**config.mk**
```make
export PLATFORM = sky130hd
export DESIGN_NAME = ahb_arbiter
export DESIGN_NICKNAME = d
export VERILOG_FILES = /design/src/rtl/ahb_pkg.sv /design/src/rtl/rr_pick.sv /design/src/rtl/ahb_arbiter.sv
export SDC_FILE = /design/constraint.sdc
export NUM_CORES = 1
export LEC_CHECK = 0
export BUFFER_PORTS_ARGS = -buffer_cell sky130_fd_sc_hd__buf_4
export CAP_MARGIN = 20
export CORE_ASPECT_RATIO = 0.6
export CORE_MARGIN = 2
export CORE_UTILIZATION = 35
export CTS_BUF_LIST = sky130_fd_sc_hd__clkbuf_8
export DETAILED_ROUTE_END_ITERATION = 12
export SETUP_SLACK_MARGIN = 0.3
export SKIP_LAST_GASP = 1
export SYNTH_ARGS = -nofsm -noshare
export SYNTH_HDL_FRONTEND = slang
export SYNTH_SLANG_ARGS = --single-unit
```
**constraint.sdc**
```tcl
create_clock -name HCLK -period 2.1 [get_ports HCLK]
set_input_delay 0.21 -clock HCLK [delete_from_list [all_inputs] [get_ports HCLK]]
set_output_delay 0.21 -clock HCLK [all_outputs]
set_load 0.01 [all_outputs]
```
**src/rtl/ahb_pkg.sv**
```systemverilog
// ahb_pkg: shared AHB transfer encodings and arbiter state type
package ahb_pkg;
  localparam logic [1:0] HTRANS_IDLE = 2'b00;
  localparam logic [1:0] HTRANS_BUSY = 2'b01;
  localparam logic [1:0] HTRANS_NONSEQ = 2'b10;
  localparam logic [1:0] HTRANS_SEQ = 2'b11;
  typedef enum logic [1:0] {PARK, OWN, LOCKED} arb_state_e;
endpackage

```
**src/rtl/rr_pick.sv**
```systemverilog
// rr_pick: round-robin priority pick, search starts just after ptr and wraps
module rr_pick #(
  parameter int N = 4,
  localparam int W = $clog2(N)
) (
  input  logic [N-1:0] req,
  input  logic [W-1:0] ptr,
  output logic [W-1:0] idx,
  output logic         valid
);
  always_comb begin
    idx = '0;
    for (int k = N; k >= 1; k--)
      if (req[(int'(ptr) + k) % N]) idx = W'((int'(ptr) + k) % N);
  end
  assign valid = |req;
endmodule

```
**src/rtl/ahb_arbiter.sv**
```systemverilog
// ahb_arbiter: round-robin AHB bus arbiter with lock support and per-owner transfer quota
module ahb_arbiter
  import ahb_pkg::*;
#(
  parameter int MASTER_NUM = 4,
  parameter int DEFAULT_MASTER = 0,
  parameter int MAX_HOLD = 8,
  localparam int W = $clog2(MASTER_NUM)
) (
  input  logic                  HCLK,
  input  logic                  HRESET,
  input  logic [MASTER_NUM-1:0] HBUSREQ,
  input  logic [MASTER_NUM-1:0] HLOCK,
  input  logic [1:0]            HTRANS,
  input  logic                  HREADY,
  output logic [MASTER_NUM-1:0] HGRANT,
  output logic [W-1:0]          HMASTER,
  output logic                  HMASTLOCK
);
  localparam logic [W-1:0] DEF = W'(DEFAULT_MASTER);
  localparam logic [7:0] QUOTA = 8'(MAX_HOLD);
  arb_state_e state, state_nxt;
  logic [W-1:0] gidx, gidx_nxt, ptr, ptr_nxt, win;
  logic [7:0] cnt, cnt_nxt;
  logic win_ok, arb, others, xfer;
  rr_pick #(.N(MASTER_NUM)) u_pick (.req(HBUSREQ), .ptr(ptr), .idx(win), .valid(win_ok));
  assign others = |(HBUSREQ & ~(MASTER_NUM'(1) << gidx));
  assign xfer = HTRANS == HTRANS_NONSEQ || HTRANS == HTRANS_SEQ;
  always_comb begin
    arb = HREADY && (state == LOCKED ? !HBUSREQ[gidx] && !HLOCK[gidx]
        : !HBUSREQ[gidx] || (state == PARK && |HBUSREQ) || (state == OWN && cnt == QUOTA && others));
    gidx_nxt = !arb ? gidx : win_ok ? win : DEF;
    state_nxt = !arb ? state : !win_ok ? PARK : HLOCK[win] ? LOCKED : OWN;
    ptr_nxt = arb && win_ok ? win : ptr;
    // the quota only matters in OWN; every arbitration restarts it, including a re-win
    cnt_nxt = arb ? 8'd0 : HREADY && xfer && cnt != QUOTA ? cnt + 8'd1 : cnt;
  end
  always_ff @(posedge HCLK) begin
    if (HRESET) begin
      state <= PARK;
      gidx <= DEF;
      ptr <= DEF;
      cnt <= '0;
      HGRANT <= MASTER_NUM'(1) << DEF;
      HMASTER <= DEF;
      HMASTLOCK <= 1'b0;
    end else begin
      state <= state_nxt;
      gidx <= gidx_nxt;
      ptr <= ptr_nxt;
      cnt <= cnt_nxt;
      HGRANT <= MASTER_NUM'(1) << gidx_nxt;
      if (HREADY) begin
        HMASTER <= gidx;
        HMASTLOCK <= HLOCK[gidx];
      end
    end
  end
endmodule

```
======== Yosys cells after proc, flatten, opt, wreduce, memory -nomap -nowiden ========
Cells that the tools add are included.
cells by class
  $add $sub $neg .......................... 5
  mux-type cells .......................... 27
  bitwise gates (word level) .............. 6
  shift-type cells ........................ 2
  reduce and logical (&&, ||, !) cells .... 21
  equality and inequality tests ........... 6
  $lt $le $gt $ge ......................... 6
operators by type and width
  operator               number
  $lt A3 B4 Y1 const B   4
  $mux W2                8
  $bmux W1 S2            7
  $mux W1                12
  $reduce_or A2 Y1       5
  $add A8 B1 Y8 const B  1
  $eq A8 B4 Y1 const B   1
  $logic_and A1 B1 Y1    8
  $ne A8 B4 Y1 const B   1
  $reduce_or A4 Y1       2
  $shl A1 B2 Y4 const A  2
  $eq A2 B2 Y1 const B   3
  $lt A2 B3 Y1 const B   2
  $add A2 B1 Y2 const B  2
  $add A2 B2 Y2 const B  2
  $and A1 B1 Y1 const A  4
  $and A4 B4 Y4          1
  $not A4 Y4             1
  $logic_or A1 B1 Y1     3
  $eq A2 B1 Y1 const B   1
  $logic_not A1 Y1       2
  $logic_not A2 Y1       1
word-level totals
  input port bits ......................... 13
  word-level logic and storage cells ...... 80
  output and inout port bits .............. 7
  register bits ........................... 21

======== Longest topological paths before layout ========
  word-level depth ........................ 14
  gate-level depth with buffers ........... 8
  gate-level depth less buffers ........... 7

======== Hierarchy ========
Synthesis repeated with hierarchy kept, for this count alone.
second synthesis, totals
  cell total of the unflattened synthesis .. 143
  area total of the unflattened synthesis .. 1296.2 sq um
modules (own cells, without submodules)
  module       sequential area each (sq um)  cells each  instances  area an instance (sq um)
  ahb_arbiter  420.4                         129         1          1204.9
  rr_pick      0.0                           14          1          91.3

======== Least setup slack after synthesis ========
No wires, ideal clock.
  kind .................................... reg-to-reg
  from .................................... reg cnt[0]
  to ...................................... reg HGRANT[2]
  required time ........................... 2030 ps
  slack ................................... -21 ps
  period minus slack after synthesis ...... 2121 ps
  stages on the path, launching flop included .. 9
  setup time .............................. 70 ps
  path buffers ............................ 1
  arrival time ............................ 2050 ps
  cell sequence ........................... dfxtp_1 inv_1 ha_1 nor4b_1 o211ai_1 o41a_1 buf_6 or4_1 a21oi_1
on the way
  longest elaborated chain between the ends .. 8
ends and longest elaborated chain
  what                              RTL line           source
  start, declared                   ahb_arbiter.sv:24  logic [7:0] cnt, cnt_nxt;
  start signal, assigned            ahb_arbiter.sv:51  cnt <= cnt_nxt;
  $eq A8 B4 Y1                      ahb_arbiter.sv:31  : !HBUSREQ[gidx] || (state == PARK && |HBUSREQ) || (state == OWN && cnt == QUOTA && others));
  $logic_and A1 B1 Y1 (2 in a row)  ahb_arbiter.sv:31
  $logic_or A1 B1 Y1                ahb_arbiter.sv:31
  $mux W1                           ahb_arbiter.sv:30  arb = HREADY && (state == LOCKED ? !HBUSREQ[gidx] && !HLOCK[gidx]
  $logic_and A1 B1 Y1               ahb_arbiter.sv:30
  $mux W2                           ahb_arbiter.sv:32  gidx_nxt = !arb ? gidx : win_ok ? win : DEF;
  $shl A1 B2 Y4                     ahb_arbiter.sv:52  HGRANT <= MASTER_NUM'(1) << gidx_nxt;
  end signal, assigned              ahb_arbiter.sv:44  HGRANT <= MASTER_NUM'(1) << DEF;
  end signal, assigned              ahb_arbiter.sv:52
  end, declared                     ahb_arbiter.sv:16  output logic [MASTER_NUM-1:0] HGRANT,
Every way passes these cells.
A chain may end at the register's enable or synchronous reset.

======== Worst setup path after layout ========
Same ends and word-level chain as after synthesis.

==> metrics.txt <==
run status=completed; number of H-tree branching levels=1; worst hold path endpoint=HMASTLOCK; unrepaired setup endpoints after global routing=true; relative slew slack=0.561; launching point of the worst reg2reg path=cnt[0]; first-pass GRT wire length=5490 um; share of layout cells above drive strength 1=0.387; Req. time, crit path=2.31 ns; sequential element share of the synthesized area=0.351; final global-route overflow total=0; Cells after DPL=208; WHS=0.274 ns; Crit path max-delay family=compound AO/OA/AOI/OAI gates; post-CTS clock slew at the launch and capture registers of the worst setup and hold paths=0.08 ns; fraction of synthesized cell area in xor and xnor cells=0.0511; Compound-Gate Fraction of Synth Area=0.208; power share of the clock group=0.254; Initial DRT Pass Iterations=4; final core occ=0.508; Wirelength per Cell=14.9 um; site row count=16; share of synthesized area spent on multiplexers=0.0793; Die Height=49.3 um; fraction of power spent switching nets=0.320; cell-by-cell trace of the critical path=inv_2 -> ha_4 -> nor4b_4 -> o211ai_1 -> o41a_1 -> buf_4 -> or4_4 -> a21oi_2; min-delay worst type=input pin to flip-flop; Skew-Pair Late Insertion Delay=0.26 ns; pre-CTS WS=0.00501 ns; stage delay of the slowest cell on the critical path=0.41 ns; Slew Limit Fails=0; Power Density=645 nW/um2; post-synthesis instance area=1200 um2; kind of launch point of the worst setup path=flip-flop; number of antenna violations at the first check in global routing=0; net switching power of the design=343 uW; total DRC errors in the routed layout=0; R2R cell count=8; proportion of register bits with asynchronous set or reset after synthesis=0; share of total power in combinational logic=0.314; total power=1.07 mW; non-filler instance count after layout=218; count of endpoints failing setup in the final report=0; number of maximum-capacitance violations=0; IR drop worst, VDD=480 uV; number of different library cells in the post-synthesis netlist=41; residual antenna-violating net count after detailed routing=0; cell internal power dissipation=728 uW; minimum setup slack in the final design=0.00493 ns; width of the die=79.6 um; number of hold violations in the final report=0; LEAKAGE=0.653 nW; n_diodes=0; Via Count=1191; clock sink total=21; setup total negative slack=0 ns; clock root buffer=sky130_fd_sc_hd__clkbuf_8; starting utilization of the core area=0.367; synth cell count leaders=sky130_fd_sc_hd__dfxtp_1 (21), sky130_fd_sc_hd__a21oi_1 (11), sky130_fd_sc_hd__inv_1 (9); share of Yosys cell area claimed by the top area cell type=0.351; Syn Inst Count=139; Total Nets Final=189; crit path buf inv count=2; CTS tree=built; combined global-route utilization of all metal layers=0.177; data arrival time of the critical path=2.30 ns; CP max stage cell=sky130_fd_sc_hd__o41a_1; Min Clock Period, post-route=2.10 ns; violation count after the first detailed-routing iteration=122; actual transition at the worst max-transition pin=0.652 ns; startpoint of the worst hold path=HREADY; total placed instance area=1470 um2; fin crit share=0.998; post-synth top area cell=sky130_fd_sc_hd__dfxtp_1; setup slack of the worst register-to-register path=0.005 ns; share of synthesized cell area in and, or, nand and nor gates=0.227; TritonCTS Buffers=3; Fmax achieved=0.477 GHz; Post-synth EDFFs=0; vias in the first global route=1152; Fin Clk Skew=0.00869 ns; Die Footprint=3920 um2; endpoint of the lowest-slack register-to-register path=HGRANT[2]; Synth area leaders=sky130_fd_sc_hd__dfxtp_1 (35%), sky130_fd_sc_hd__a21oi_1 (4.6%), sky130_fd_sc_hd__mux2i_1 (4.2%); HPWL after DPL=2330 um; critical path endpoint category=flip-flop; mean cell area of the mapped netlist=8.62 um2; post-route cell area=1660 um2; maximum number of pins on one net before global-route repair=21; dominant combinational cell family by area after synthesis=simple AND/OR/NAND/NOR gates; part of the total power dissipated in sequential elements=0.431; Floorplan Core Area=3260 um2; adder-cell area share of the yosys netlist=0.0209; total of warnings raised by yosys=0; most common cell in the synthesized netlist=sky130_fd_sc_hd__dfxtp_1; total wire length=3250 um; maximum number of buffers from clock root to sink=2; Worst Hold Depth=3; final weighted congestion in routability-driven placement=0.850; Vias/cell=5.46; maximum fanout encountered on the critical timing path=4; predominant post-synthesis flop cell=sky130_fd_sc_hd__dfxtp_1; I/O pin total=20; Synthesized Nets=154; Buffers on Ports=18; critical path start-end classification=flip-flop to flip-flop; FF+latch count, synth=21; area growth from synthesis to layout=38.4%
==> cells by family (layout without fill, tap and decap cells) <==
family                   count (synthesis)  count (layout)
multiplexers                             7               7
buffers and inverters                   16              50
adder cells (fa/ha/maj)                  2               2
AND/OR/NAND/NOR                         49              49
XOR/XNOR                                 7               7
flip-flops                              21              21
AO/OA/AOI/OAI                           37              37
==> per-layer routing <==
| layer | wire length, um | part of all wire | vias to the layer above | global-route usage |
|---|---|---|---|---|
| met4 | 29 | 0.0089 | 0 | 0.0345 |
| met3 | 189 | 0.058 | 4 | 0.0500 |
| met2 | 1360 | 0.42 | 34 | 0.268 |
| met1 | 1670 | 0.51 | 562 | 0.253 |
| li1 | - | - | 591 | - |
| met5 | 0 | 0 | - | 0 |
==> registers in the layout (all words and copies together), names as in the netlist <==
name / flops
HGRANT: 4
HMASTER: 2
HMASTLOCK: 1
cnt: 8
gidx: 2
ptr: 2
state: 2
==> cell usage in the layout, fill, tap and decap left out, drive strengths merged, types with 2 or more instances in the layout <==
master / count
xnor2: 4
dfxtp: 21
nor2b: 4
nand2: 8
nor2: 6
and3: 2
xor2: 3
a211oi: 4
ha: 2
a21oi: 11
mux2i: 5
mux4: 2
o31ai: 4
o211ai: 3
buf: 37
nor4: 2
nor3b: 2
nand4: 4
clkbuf: 3
nand3: 4
o31a: 2
o21ai: 5
inv: 9
nor3: 8
or4: 4
==> layout make-up <==
| cell class | count | area (um2) |
|---|---|---|
| Clock buffer | 3 | 41.3 |
| Tap cell | 45 | 56.3 |
| Clock inverter | 1 | 7.51 |
| Fill cell | 303 | 1600 |
| Timing Repair Buffer | 37 | 282 |
| Multi-Input combinational cell | 102 | 808 |
| Inverter | 9 | 33.8 |
| Sequential cell | 21 | 430 |
==> repair_timing <==
item	CTS	global route
endpoints found under the setup margin	18	18
pin swaps	5	2
hold buffers	0	0
setup buffers	5	1
gates resized for setup	21	5
endpoints found under the hold margin	0	0
==> worst max path at each step <==
stage | cells after the start | from | slack (ns) | end
2_1_floorplan | 7 | gidx[1] | 0.18 | HGRANT[2]
3_3_place_gp | 8 | cnt[0] | 0.03 | HGRANT[2]
3_5_place_dp | 5 | gidx[1] | 0.005 | state[1]
4_1_cts | 7 | cnt[0] | 0.06 | state[1]
5_1_grt | 7 | cnt[0] | -0.11 | state[1]
6_report | 8 | cnt[0] | 0.005 | HGRANT[2]
==> worst reg2reg max path: stages (launching register included) <==
cell and delay (ns):
sky130_fd_sc_hd__dfxtp_2 0.33, sky130_fd_sc_hd__inv_2 0.07, sky130_fd_sc_hd__ha_4 0.12, sky130_fd_sc_hd__nor4b_4 0.21, sky130_fd_sc_hd__o211ai_1 0.17, sky130_fd_sc_hd__o41a_1 0.41, sky130_fd_sc_hd__buf_4 0.18, sky130_fd_sc_hd__or4_4 0.41
sky130_fd_sc_hd__a21oi_2 0.13
==> power groups by stage <==
| stage | registers [mW] | clock network (mW) | logic [mW] |
|---|---|---|---|
| after global placement | 0.469 | 0 | 0.274 |
| after CTS | 0.460 | 0.279 | 0.317 |
| after floorplan | 0.460 | 0 | 0.185 |
| final | 0.462 | 0.272 | 0.337 |
| after global routing | 0.467 | 0.295 | 0.363 |
| after detailed placement | 0.470 | 0 | 0.281 |
Note: power is estimated with default switching activity, not from simulation.
